**src/rtl/cop0_pkg.sv**
```systemverilog
// Shared constants for the cop0 external interrupt/timer controller:
// register map, cause-word bit positions and CTRL bit indices.
package cop0_pkg;

  localparam logic [2:0] INTC_PENDING = 3'd0;
  localparam logic [2:0] INTC_MASK    = 3'd1;
  localparam logic [2:0] INTC_MODE    = 3'd2;
  localparam logic [2:0] INTC_COUNT   = 3'd3;
  localparam logic [2:0] INTC_COMPARE = 3'd4;
  localparam logic [2:0] INTC_CTRL    = 3'd5;

  localparam int CAUSE_IP_LSB    = 10;
  localparam int CAUSE_TIMER_BIT = 15;

  localparam int CTRL_TEN_BIT   = 0;
  localparam int CTRL_TPEND_BIT = 1;

endpackage

```
**src/rtl/intc_sync_edge.sv**
```systemverilog
// Single-line synchronizer with a trailing history flop; exposes the
// synchronized level and a one-cycle rising-edge pulse.
module intc_sync_edge
  import cop0_pkg::*;
#(
  parameter int SYNC_STAGES = 2
) (
  input  logic clk,
  input  logic reset,
  input  logic async_i,
  output logic sync_o,
  output logic rise_o
);

  logic [SYNC_STAGES-1:0] sync_q;
  logic                   prev_q;

  always_ff @(posedge clk) begin
    if (reset) begin
      sync_q <= '0;
      prev_q <= 1'b0;
    end else begin
      sync_q <= {sync_q[SYNC_STAGES-2:0], async_i};
      prev_q <= sync_q[SYNC_STAGES-1];
    end
  end

  assign sync_o = sync_q[SYNC_STAGES-1];
  assign rise_o = sync_q[SYNC_STAGES-1] & ~prev_q;

endmodule

```
**src/rtl/cop0_intc.sv**
```systemverilog
// External interrupt and count/compare timer controller producing the
// registered ext_cause word (IP bits 15:10) consumed by cop0.
module cop0_intc
  import cop0_pkg::*;
#(
  parameter int NUM_IRQ     = 6,
  parameter int SYNC_STAGES = 2,
  parameter int TIMER_EN    = 1
) (
  input  logic               clk,
  input  logic               reset,
  input  logic [NUM_IRQ-1:0] irq_in,
  input  logic [2:0]         reg_addr,
  input  logic               reg_wr,
  input  logic [31:0]        reg_wdata,
  input  logic               reg_rd,
  output logic [31:0]        reg_rdata,
  output logic [31:0]        ext_cause,
  output logic               irq_any
);

  logic [NUM_IRQ-1:0] sync, rise;
  logic [NUM_IRQ-1:0] pend_q, pend_d, mask_q, mask_d, mode_q, mode_d, w1c;
  logic [31:0]        cause_q, cause_d, rdata_q, rd_val;
  logic [31:0]        count_w, compare_w;
  logic               ten_w, tpend_w;
  logic               wr_pend, wr_mask, wr_mode, wr_count, wr_compare, wr_ctrl;

  for (genvar g = 0; g < NUM_IRQ; g++) begin : g_line
    intc_sync_edge #(.SYNC_STAGES(SYNC_STAGES)) u_sync (
      .clk    (clk),
      .reset  (reset),
      .async_i(irq_in[g]),
      .sync_o (sync[g]),
      .rise_o (rise[g])
    );
  end

  assign wr_pend    = reg_wr && (reg_addr == INTC_PENDING);
  assign wr_mask    = reg_wr && (reg_addr == INTC_MASK);
  assign wr_mode    = reg_wr && (reg_addr == INTC_MODE);
  assign wr_count   = reg_wr && (reg_addr == INTC_COUNT);
  assign wr_compare = reg_wr && (reg_addr == INTC_COMPARE);
  assign wr_ctrl    = reg_wr && (reg_addr == INTC_CTRL);

  // Edge lines hold until W1C, with a coincident rise taking priority;
  // level lines simply track the synchronized input.
  always_comb begin
    w1c    = wr_pend ? (reg_wdata[NUM_IRQ-1:0] & mode_q) : '0;
    pend_d = (mode_q & (rise | (pend_q & ~w1c))) | (~mode_q & sync);
    mask_d = wr_mask ? reg_wdata[NUM_IRQ-1:0] : mask_q;
    mode_d = wr_mode ? reg_wdata[NUM_IRQ-1:0] : mode_q;
  end

  if (TIMER_EN != 0) begin : g_timer
    logic [31:0] count_q, count_d, compare_q, compare_d;
    logic        ten_q, ten_d, tpend_q, tpend_d;

    always_comb begin
      count_d = count_q;
      if (wr_count)   count_d = reg_wdata;
      else if (ten_q) count_d = count_q + 32'd1;
      compare_d = wr_compare ? reg_wdata : compare_q;
      ten_d     = wr_ctrl ? reg_wdata[CTRL_TEN_BIT] : ten_q;
      tpend_d   = tpend_q;
      if (wr_compare || (wr_ctrl && reg_wdata[CTRL_TPEND_BIT])) tpend_d = 1'b0;
      if (ten_q && (count_q == compare_q)) tpend_d = 1'b1;
    end

    always_ff @(posedge clk) begin
      if (reset) begin
        count_q   <= '0;
        compare_q <= '0;
        ten_q     <= 1'b0;
        tpend_q   <= 1'b0;
      end else begin
        count_q   <= count_d;
        compare_q <= compare_d;
        ten_q     <= ten_d;
        tpend_q   <= tpend_d;
      end
    end

    assign count_w   = count_q;
    assign compare_w = compare_q;
    assign ten_w     = ten_q;
    assign tpend_w   = tpend_q;
  end else begin : g_no_timer
    assign count_w   = '0;
    assign compare_w = '0;
    assign ten_w     = 1'b0;
    assign tpend_w   = 1'b0;
  end

  always_comb begin
    rd_val = '0;
    case (reg_addr)
      INTC_PENDING: rd_val = 32'(pend_q);
      INTC_MASK:    rd_val = 32'(mask_q);
      INTC_MODE:    rd_val = 32'(mode_q);
      INTC_COUNT:   rd_val = count_w;
      INTC_COMPARE: rd_val = compare_w;
      INTC_CTRL: begin
        rd_val[CTRL_TEN_BIT]   = ten_w;
        rd_val[CTRL_TPEND_BIT] = tpend_w;
      end
      default:      rd_val = '0;
    endcase
  end

  // Timer pending bypasses the line mask; cop0's IM bits gate it downstream.
  always_comb begin
    cause_d = '0;
    cause_d[CAUSE_IP_LSB +: NUM_IRQ] = pend_q & mask_q;
    cause_d[CAUSE_TIMER_BIT] = cause_d[CAUSE_TIMER_BIT] | tpend_w;
  end

  always_ff @(posedge clk) begin
    if (reset) begin
      pend_q  <= '0;
      mask_q  <= '0;
      mode_q  <= '0;
      cause_q <= '0;
      rdata_q <= '0;
    end else begin
      pend_q  <= pend_d;
      mask_q  <= mask_d;
      mode_q  <= mode_d;
      cause_q <= cause_d;
      if (reg_rd) rdata_q <= rd_val;
    end
  end

  assign reg_rdata = rdata_q;
  assign ext_cause = cause_q;
  assign irq_any   = |cause_q[CAUSE_TIMER_BIT:CAUSE_IP_LSB];

endmodule

```
**config.mk**
```make
export PLATFORM = sky130hd
export DESIGN_NAME = cop0_intc
export DESIGN_NICKNAME = d
export VERILOG_FILES = /design/src/rtl/cop0_pkg.sv /design/src/rtl/intc_sync_edge.sv /design/src/rtl/cop0_intc.sv
export SDC_FILE = /design/constraint.sdc
export NUM_CORES = 1
export LEC_CHECK = 0
export ABC_AREA = 1
export BUFFER_PORTS_ARGS = -buffer_cell sky130_fd_sc_hd__buf_2
export CAP_MARGIN = 20
export CORE_ASPECT_RATIO = 0.9
export CORE_UTILIZATION = 40
export CTS_BUF_LIST = sky130_fd_sc_hd__clkbuf_4
export CTS_CLUSTER_SIZE = 8
export DETAILED_ROUTE_END_ITERATION = 10
export GPL_TIMING_DRIVEN = 1
export RECOVER_POWER = 50
export SYNTH_ARGS = -nofsm -noshare
export SYNTH_HDL_FRONTEND = slang
export SYNTH_SLANG_ARGS = --single-unit
```
**constraint.sdc**
```tcl
create_clock -name clk -period 3.7 [get_ports clk]
set_input_delay 0.74 -clock clk [delete_from_list [all_inputs] [get_ports clk]]
set_output_delay 0.74 -clock clk [all_outputs]
set_load 0.01 [all_outputs]
```
==> results of run 1 <==
report_power, final:
group          total [W]  internal [W]  switching (W)
Sequential       0.00158       0.00155      0.0000306
Combinational   0.000278     0.0000822       0.000196
Clock            0.00112      0.000481       0.000643
Total            0.00298       0.00211       0.000870
critical path: cells and delay by family:
family	cells	cell delay, ps
AO/OA/AOI/OAI	2	470
buffers and inverters	3	1680
per-layer routing:
| layer | vias up | wire, um |
|---|---|---|
| met3 | 10 | 1106 |
| met5 | - | 0 |
| met2 | 188 | 8471 |
| met1 | 3018 | 10110 |
| met4 | 0 | 129 |
| li1 | 3406 | - |
state kept, by name (all words and copies together) (netlist names):
register              cells
mode_q                    6
ext_cause                 6
g_timer.tpend_q           1
compare_w                32
g_line.u_sync.prev_q      6
reg_rdata                32
mask_q                    6
g_line.u_sync.sync_q     12
count_w                  32
pend_q                    6
g_timer.ten_q             1
final timing paths:
kind                                              start                                     to  slack (ps)  depth (start not counted)
setup / recovery                                  reset              compare_w[6]$_SDFFE_PP0P_        1250                          5
hold / removal                                irq_in[3]  g_line[3].u_sync.sync_q[0]$_SDFF_PP0_         360                          3
setup reg to reg                count_w[0]$_SDFFE_PP0P_               count_w[22]$_SDFFE_PP0P_        1700                         10
hold reg to reg   g_line[2].u_sync.sync_q[0]$_SDFF_PP0_  g_line[2].u_sync.sync_q[1]$_SDFF_PP0_         410                          2
synth_stat cells (5+ instances only):
cell      instances  area, sq um
a21oi_1         108        540.5
buf_1             5        18.77
buf_2            12        60.06
buf_4            26        195.2
buf_6             7        78.83
clkbuf_1         20        75.07
dfxtp_1         140         2803
inv_1           137        514.2
inv_2             6        22.52
nand2_1         247        927.1
nand2_2           5        31.28
nand3_1          42        210.2
nor2_1           84        315.3
nor2_2            5        31.28
nor2_4            6        67.56
o21ai_0          88        440.4
o21ai_1           6        30.03
o22ai_1          35        219.0
xnor2_1           6        52.55
xor2_1           14        122.6
logic make-up (layout without fill, tap and decap cells):
kind of cell               Yosys count  in the layout  share of synthesized area (%)
buffers and inverters              215            265                          13.93
xor gates and xnor gates            20             20                          2.468
other                                1             27                        0.05283
and+or+nand+nor                    406            406                          24.57
AOI/OAI and AO/OA                  255            255                          19.32
adders and majority gates            1              1                         0.1762
DFF                                140            140                          39.49
area by class of cell:
cell class                      count  area, sq um  share of cell area (%)
Inverter                          144        545.5                   6.997
Tap cell                          235        294.0                   3.771
Antenna cell                        1        2.502                 0.03210
Sequential cell                   140         2803                   35.95
Timing Repair Buffer               89        435.4                   5.585
Multi-Input combinational cell    708         3401                   43.62
Clock buffer                       17        127.6                   1.637
Clock inverter                     15        187.7                   2.407
per-stage QoR:
stage	cell area, sq um	instances	setup WS, ps	power (W)	hold WS, ps
after floorplan	7192	1063	1967	0.001811	388.3
after global placement	7508	1316	950.1	0.001889	393.8
after detailed placement	7508	1316	899.7	0.001889	394.1
after CTS	7824	1348	1511	0.003009	324.5
after global routing	7796	1349	1087	0.003111	319.1
final	7796	1349	1254	0.002982	363.9
==> summary.md, run 1 <==
| Metric | Value |
|---|---|
| Worst hold path class | in -> reg |
| Global-route wire length before repair | about 32 mm |
| CP Cell Sequence | clkbuf_1, inv_1, clkbuf_1, o21ai_0, a21oi_1 |
| CTS tree | done |
| Grt total ovfl | 0 |
| Hold-fix buffers at CTS | 0 |
| GPL Wtd Cong | roughly 0.85 |
| Fin crit period | ~2400 ps |
| Nets@finish | ~1,100 |
| Post-Syn Area | approximately 7000 sq um |
| Post-Route WL | roughly 20 mm |
| Post-CTS setup buffers | 0 |
| Yosys warns | 0 |
| Post-synth ARST share | 0% |
| Setup Crit Path Kind | in -> reg |
| CTS HTree Levels | 4 |
| Area Overhead vs Synth | 9.836% |
| Unrepaired setup endpoints after global routing | no |
| Max Fanout on Critical Path | 37 |
| Fin. Hold Viols | 0 |
| Synthesized flop and latch total | 140 |
| VDD IR max | around 270 uV |
| Met1 Use GR | 33.02% |
| P_leak | 3.084 nW |
| Clock Pin Slew Worst Setup and Hold Paths | 130 ps |
| Critical Path Start Type | input pin |
| Clock Latency Late Sink | roughly 570 ps |
| Row cnt | between 40 and 50 |
| Most used DFF post-synth | dfxtp_1 |
| Final Setup Violations | 0 |
| Slew headroom | -27.28% |
| Post-DR vias/cell | 4.909 |
| Post-CTS resize count | 0 |
| Core Region | 17,120 sq um |
| Power density cells | 382.5 nW/um^2 |
| I/O Buffers | between 80 and 90 |
| Max_cap viols | 2 |
| Gr busiest metal | met2 |
| Final Max Slew Viols | ~130 |
| Post-synthesis average cell area | between 6 and 7 sq um |
| Routed vias | 6,622 |
| Io pins | 110 |
| CP dominant cell by count | clkbuf_1 |
| Final core occ | a little under half |
| Die Height | ~130 um |
| Iteration-0 DRC Markers | between 400 and 500 |
| Share of layout cells above drive strength 1 | about 13% |
| Largest net degree at the start of global routing | 87 |
| Crit path DAT | around 2900 ps |
| Dpl hpwl | 13.84 mm |
| Die Area | approximately 18,000 sq um |
| Data required time of the worst path | 4170 ps |
| Post-synth EDFFs | 0 |
| Syn Inst Count | about 1,000 |
| Crit. End Element | register |
| GR Util All Layers | between 20 and 25% |
| DRT Pass-1 Iters | 6 |
| Vias in the first global route | 5,910 |
| Routed wire per std cell | 14.69 um |
| Clock Skew | a little under 30 ps |
| Post-DRT Antenna Nets | 0 |
| CTS Buffer Depth | 2 |
| FMAX | ~0.41 GHz |
| Synth cell types | 39 |
| Period utilization | 66.11% |
| Seq/Total Area, Yosys | about two fifths |
| Setup TNS | 0 ps |
| Commonest cells after routing, fill and taps aside | nand2_1 (247), dfxtp_1 (140), inv_1 (137) |
| Die Wd | 142.4 um |
| Slowest stage delay, CP | approximately 1200 ps |
| Root buffer cell | clkbuf_4 |
| Worst-margin pin slew | about 1900 ps |
| Clock Sinks | 140 |
| Most common cell after layout, fill and taps aside | nand2_1 |
| Initial core utilization | 41.47% |
| Met2 Use GR | between 30% and 40% |
| CTS buffer count | 17 |
| Slowest cell on crit path | clkbuf_1 |
| Status | complete, but fails checks |
| Antenna violations before repair | 1 |
| Failing checks | capacitance limit, slew limit |
| Fillcell total | ~1,800 |
| M3 GR Usage | under 10% |
| Drc violations | 0 |
Power figures use the tool's default switching activity.
==> run 2: changes to the inputs <==
Settings changed: ABC_AREA 1 to 0.
Clock period 3.7 ns to 2.08 ns, I/O delays scaled along.
==> summary.md, run 2 <==
| Metric | Value |
|---|---|
| Routed wire per std cell | ~17 um |
| Max_cap viols | 1 |
| Buf/Inv on CP | 3 |
| Initial core utilization | 41.66% |
| CTS buffer count | 17 |
| Post-Route WL | roughly 17 mm |
| Crit path DAT | ~2400 ps |
| Clock Skew | between 15 and 20 ps |
| Drc violations | 0 |
| Most common cell in the netlist | dfxtp_1 |
| CTS Buffer Depth | 2 |
| FF-to-FF setup slack | roughly 230 ps |
| GPL Wtd Cong | about 0.87 |
| Post-synth ARST share | 0% |
| CP top delay family | buffers and inverters |
| Antenna violations before repair | 0 |
| Die Height | roughly 120 um |
| I/O Buffers | between 80 and 90 |
| CP Cell Sequence | clkbuf_1, buf_4, buf_2, a21oi_1 |
| Io pins | 110 |
| Die Wd | approximately 140 um |
| Unrepaired setup endpoints after global routing | no |
| Power density cells | a little under 700 nW/um^2 |
| Global-route wire length before repair | roughly 27 mm |
| Post-DRT Antenna Nets | 0 |
| Hold EP | g_line[1].u_sync.sync_q[0]$_SDFF_PP0_ |
| Cell Area, Placed | 7118 sq um |
| Leading post-synthesis cells by cell area | dfxtp_1 (43%), nand2_1 (5.2%), nor2_1 (4.8%) |
| Syn Inst Count | 737 |
| Post-Syn Area | between 6000 and 7000 sq um |
| P_leak | between 2 and 3 nW |
| Most used DFF post-synth | dfxtp_1 |
| CTS HTree Levels | 4 |
| CTS tree | done |
| Area leader, netlist | dfxtp_1 |
| Grt total ovfl | 0 |
| Setup Crit Path Kind | in -> reg |
| Most common cell after layout, fill and taps aside | dfxtp_1 |
| Reg2Reg Depth | 5 |
| Status | complete, but fails checks |
| FMAX | between 0.5 and 0.6 GHz |
| Slowest cell on crit path | clkbuf_1 |
| Post-CTS setup buffers | 0 |
| Max Fanout on Critical Path | 36 |
| Clock Sinks | 140 |
| Dpl hpwl | about 12 mm |
| Fin crit period | slightly below 2000 ps |
| Fin. Hold Viols | 0 |
| Nets@finish | ~850 |
| Sw Ratio | 26.29% |
| Commonest cells after routing, fill and taps aside | dfxtp_1 (140), nand2_1 (91), buf_2 (83) |
| Yosys warns | 0 |
| Slowest stage delay, CP | about 1100 ps |
| Yosys top cell area share | 42.97% |
| Pint | around 0.0037 W |
| Routed vias | roughly 5,500 |
| Hold-fix buffers at CTS | 0 |
| Post-synthesis average cell area | 8.850 sq um |
| Clock Pin Slew Worst Setup and Hold Paths | 110 ps |
| Row cnt | 43 |
| Data required time of the worst path | between 2000 and 3000 ps |
| FF-to-FF Start | count_w[6]$_SDFFE_PP0P_ |
| GR Util All Layers | a little over a fifth |
| Clock Latency Late Sink | 550 ps |
| HP Start | irq_in[1] |
| Synth cell types | 49 |
| Slew headroom | -7.514% |
| Hold Path Cell Cnt | 2 |
| Fillcell total | ~1,500 |
| Post-CTS resize count | 0 |
| Synthesized flop and latch total | 140 |
| VDD IR max | 381.2 uV |
| Combinational share of power | 9.1% |
| Seq/Total Area, Yosys | a little over two fifths |
| Worst-margin pin slew | ~1600 ps |
| Final Max Slew Viols | 36 |
| Die Area | between 15,000 and 20,000 sq um |
| Vias in the first global route | between 5,000 and 6,000 |
| Setup TNS | 0 ps |
| Critical Path Start Type | input pin |
| R2r endpoint | count_w[11]$_SDFFE_PP0P_ |
| Post-synth top cells | dfxtp_1 (140), nand2_1 (91), nor2_1 (83), clkbuf_1 (38), a21oi_1 (36) |
| Worst hold path class | in -> reg |
| Share of layout cells above drive strength 1 | a little under a fifth |
| Crit. End Element | register |
| Final Setup Violations | 0 |
| Post-DR vias/cell | between 5 and 6 |
| Period utilization | between 90% and 100% |
| Iteration-0 DRC Markers | 440 |
| Largest net degree at the start of global routing | 60 |
| NetSw | between 0.001 and 0.0015 W |
| # diodes | 0 |
| Post-synth EDFFs | 0 |
| Core Region | 15,660 sq um |
| Reg power frac | 55.3% |
| Failing checks | capacitance limit, slew limit |
| Clock group share of total power | a little over a third |
| Area Overhead vs Synth | 13.39% |
| Root buffer cell | clkbuf_4 |
| Final instance area | between 7000 and 8000 sq um |
| DRT Pass-1 Iters | 5 |
-- run 2: area by class of cell --
type                    count  area [sq um]  share of cell area, %
well taps                 202         252.7                  3.417
clock buffers              18         135.1                  1.827
inverters                   5         18.77                 0.2538
multi-input cells         535          3381                  45.71
repair buffers            104         653.1                  8.831
clock inverters            14         152.6                  2.064
flip-flops and latches    140          2803                  37.90
-- run 2: per-stage QoR --
stage          hold slack [ps]  power, W  std cells  setup WS [ps]  utilization (%)
4_1_cts                  40.90  0.005132       1018          59.59            47.30
3_5_place_dp             422.7  0.003334        986          264.5            45.46
2_1_floorplan            413.8  0.003178        762          232.6                -
3_3_place_gp             416.4  0.003327        986          301.4            45.46
5_1_grt                  35.86  0.005308       1018          2.277            47.24
6_report                 89.23  0.005087       1018          138.6            47.24
-- run 2: worst max-delay path by stage --
| stage | startpoint | end | cells past startpoint |
|---|---|---|---|
| 2_1_floorplan | reg_addr[0] | reg_rdata[5]$_SDFFE_PP0P_ | 5 |
| 3_3_place_gp | reg_addr[2] | reg_rdata[6]$_SDFFE_PP0P_ | 7 |
| 3_5_place_dp | reg_addr[2] | reg_rdata[6]$_SDFFE_PP0P_ | 7 |
| 4_1_cts | ext_cause[13]$_SDFF_PP0_ | irq_any | 3 |
| 5_1_grt | ext_cause[13]$_SDFF_PP0_ | irq_any | 3 |
| 6_report | reset | compare_w[27]$_SDFFE_PP0P_ | 4 |
-- run 2: cell families after synthesis --
kind of cell	after synthesis	share of synthesized area, %
flip-flops	140	42.97
adder cells (fa/ha/maj)	1	0.1918
AO/OA/AOI/OAI	139	15.77
buffers and inverters	87	6.829
XOR/XNOR	62	8.325
multiplexers	22	4.143
AND/OR/NAND/NOR	285	21.72
other	1	0.05749
-- run 2: power by group through the flow --
| stage | combinational (W) | sequential, W | clock, W |
|---|---|---|---|
| floorplan | 0.000327 | 0.00285 | 0 |
| global placement | 0.000458 | 0.00287 | 0 |
| detailed placement | 0.000463 | 0.00287 | 0 |
| CTS | 0.000465 | 0.00281 | 0.00186 |
| global route | 0.000506 | 0.00282 | 0.00198 |
| finish | 0.000464 | 0.00281 | 0.00181 |
-- run 2: routing by layer --
layer,GRT usage [%],up-vias,routed length (um)
met5,0,-,0
met4,6.597,0,281
li1,-,2650,-
met1,30.15,2651,8049
met2,32.14,174,7622
met3,4.879,22,992
-- run 2: worst reg2reg max path, cell delays in order, from the launching register on --
cell and delay [ps]:
dfxtp_1 500, nand4_4 230, nor3_1 460, and3_2 270, xnor2_1 80, a211oi_1 220
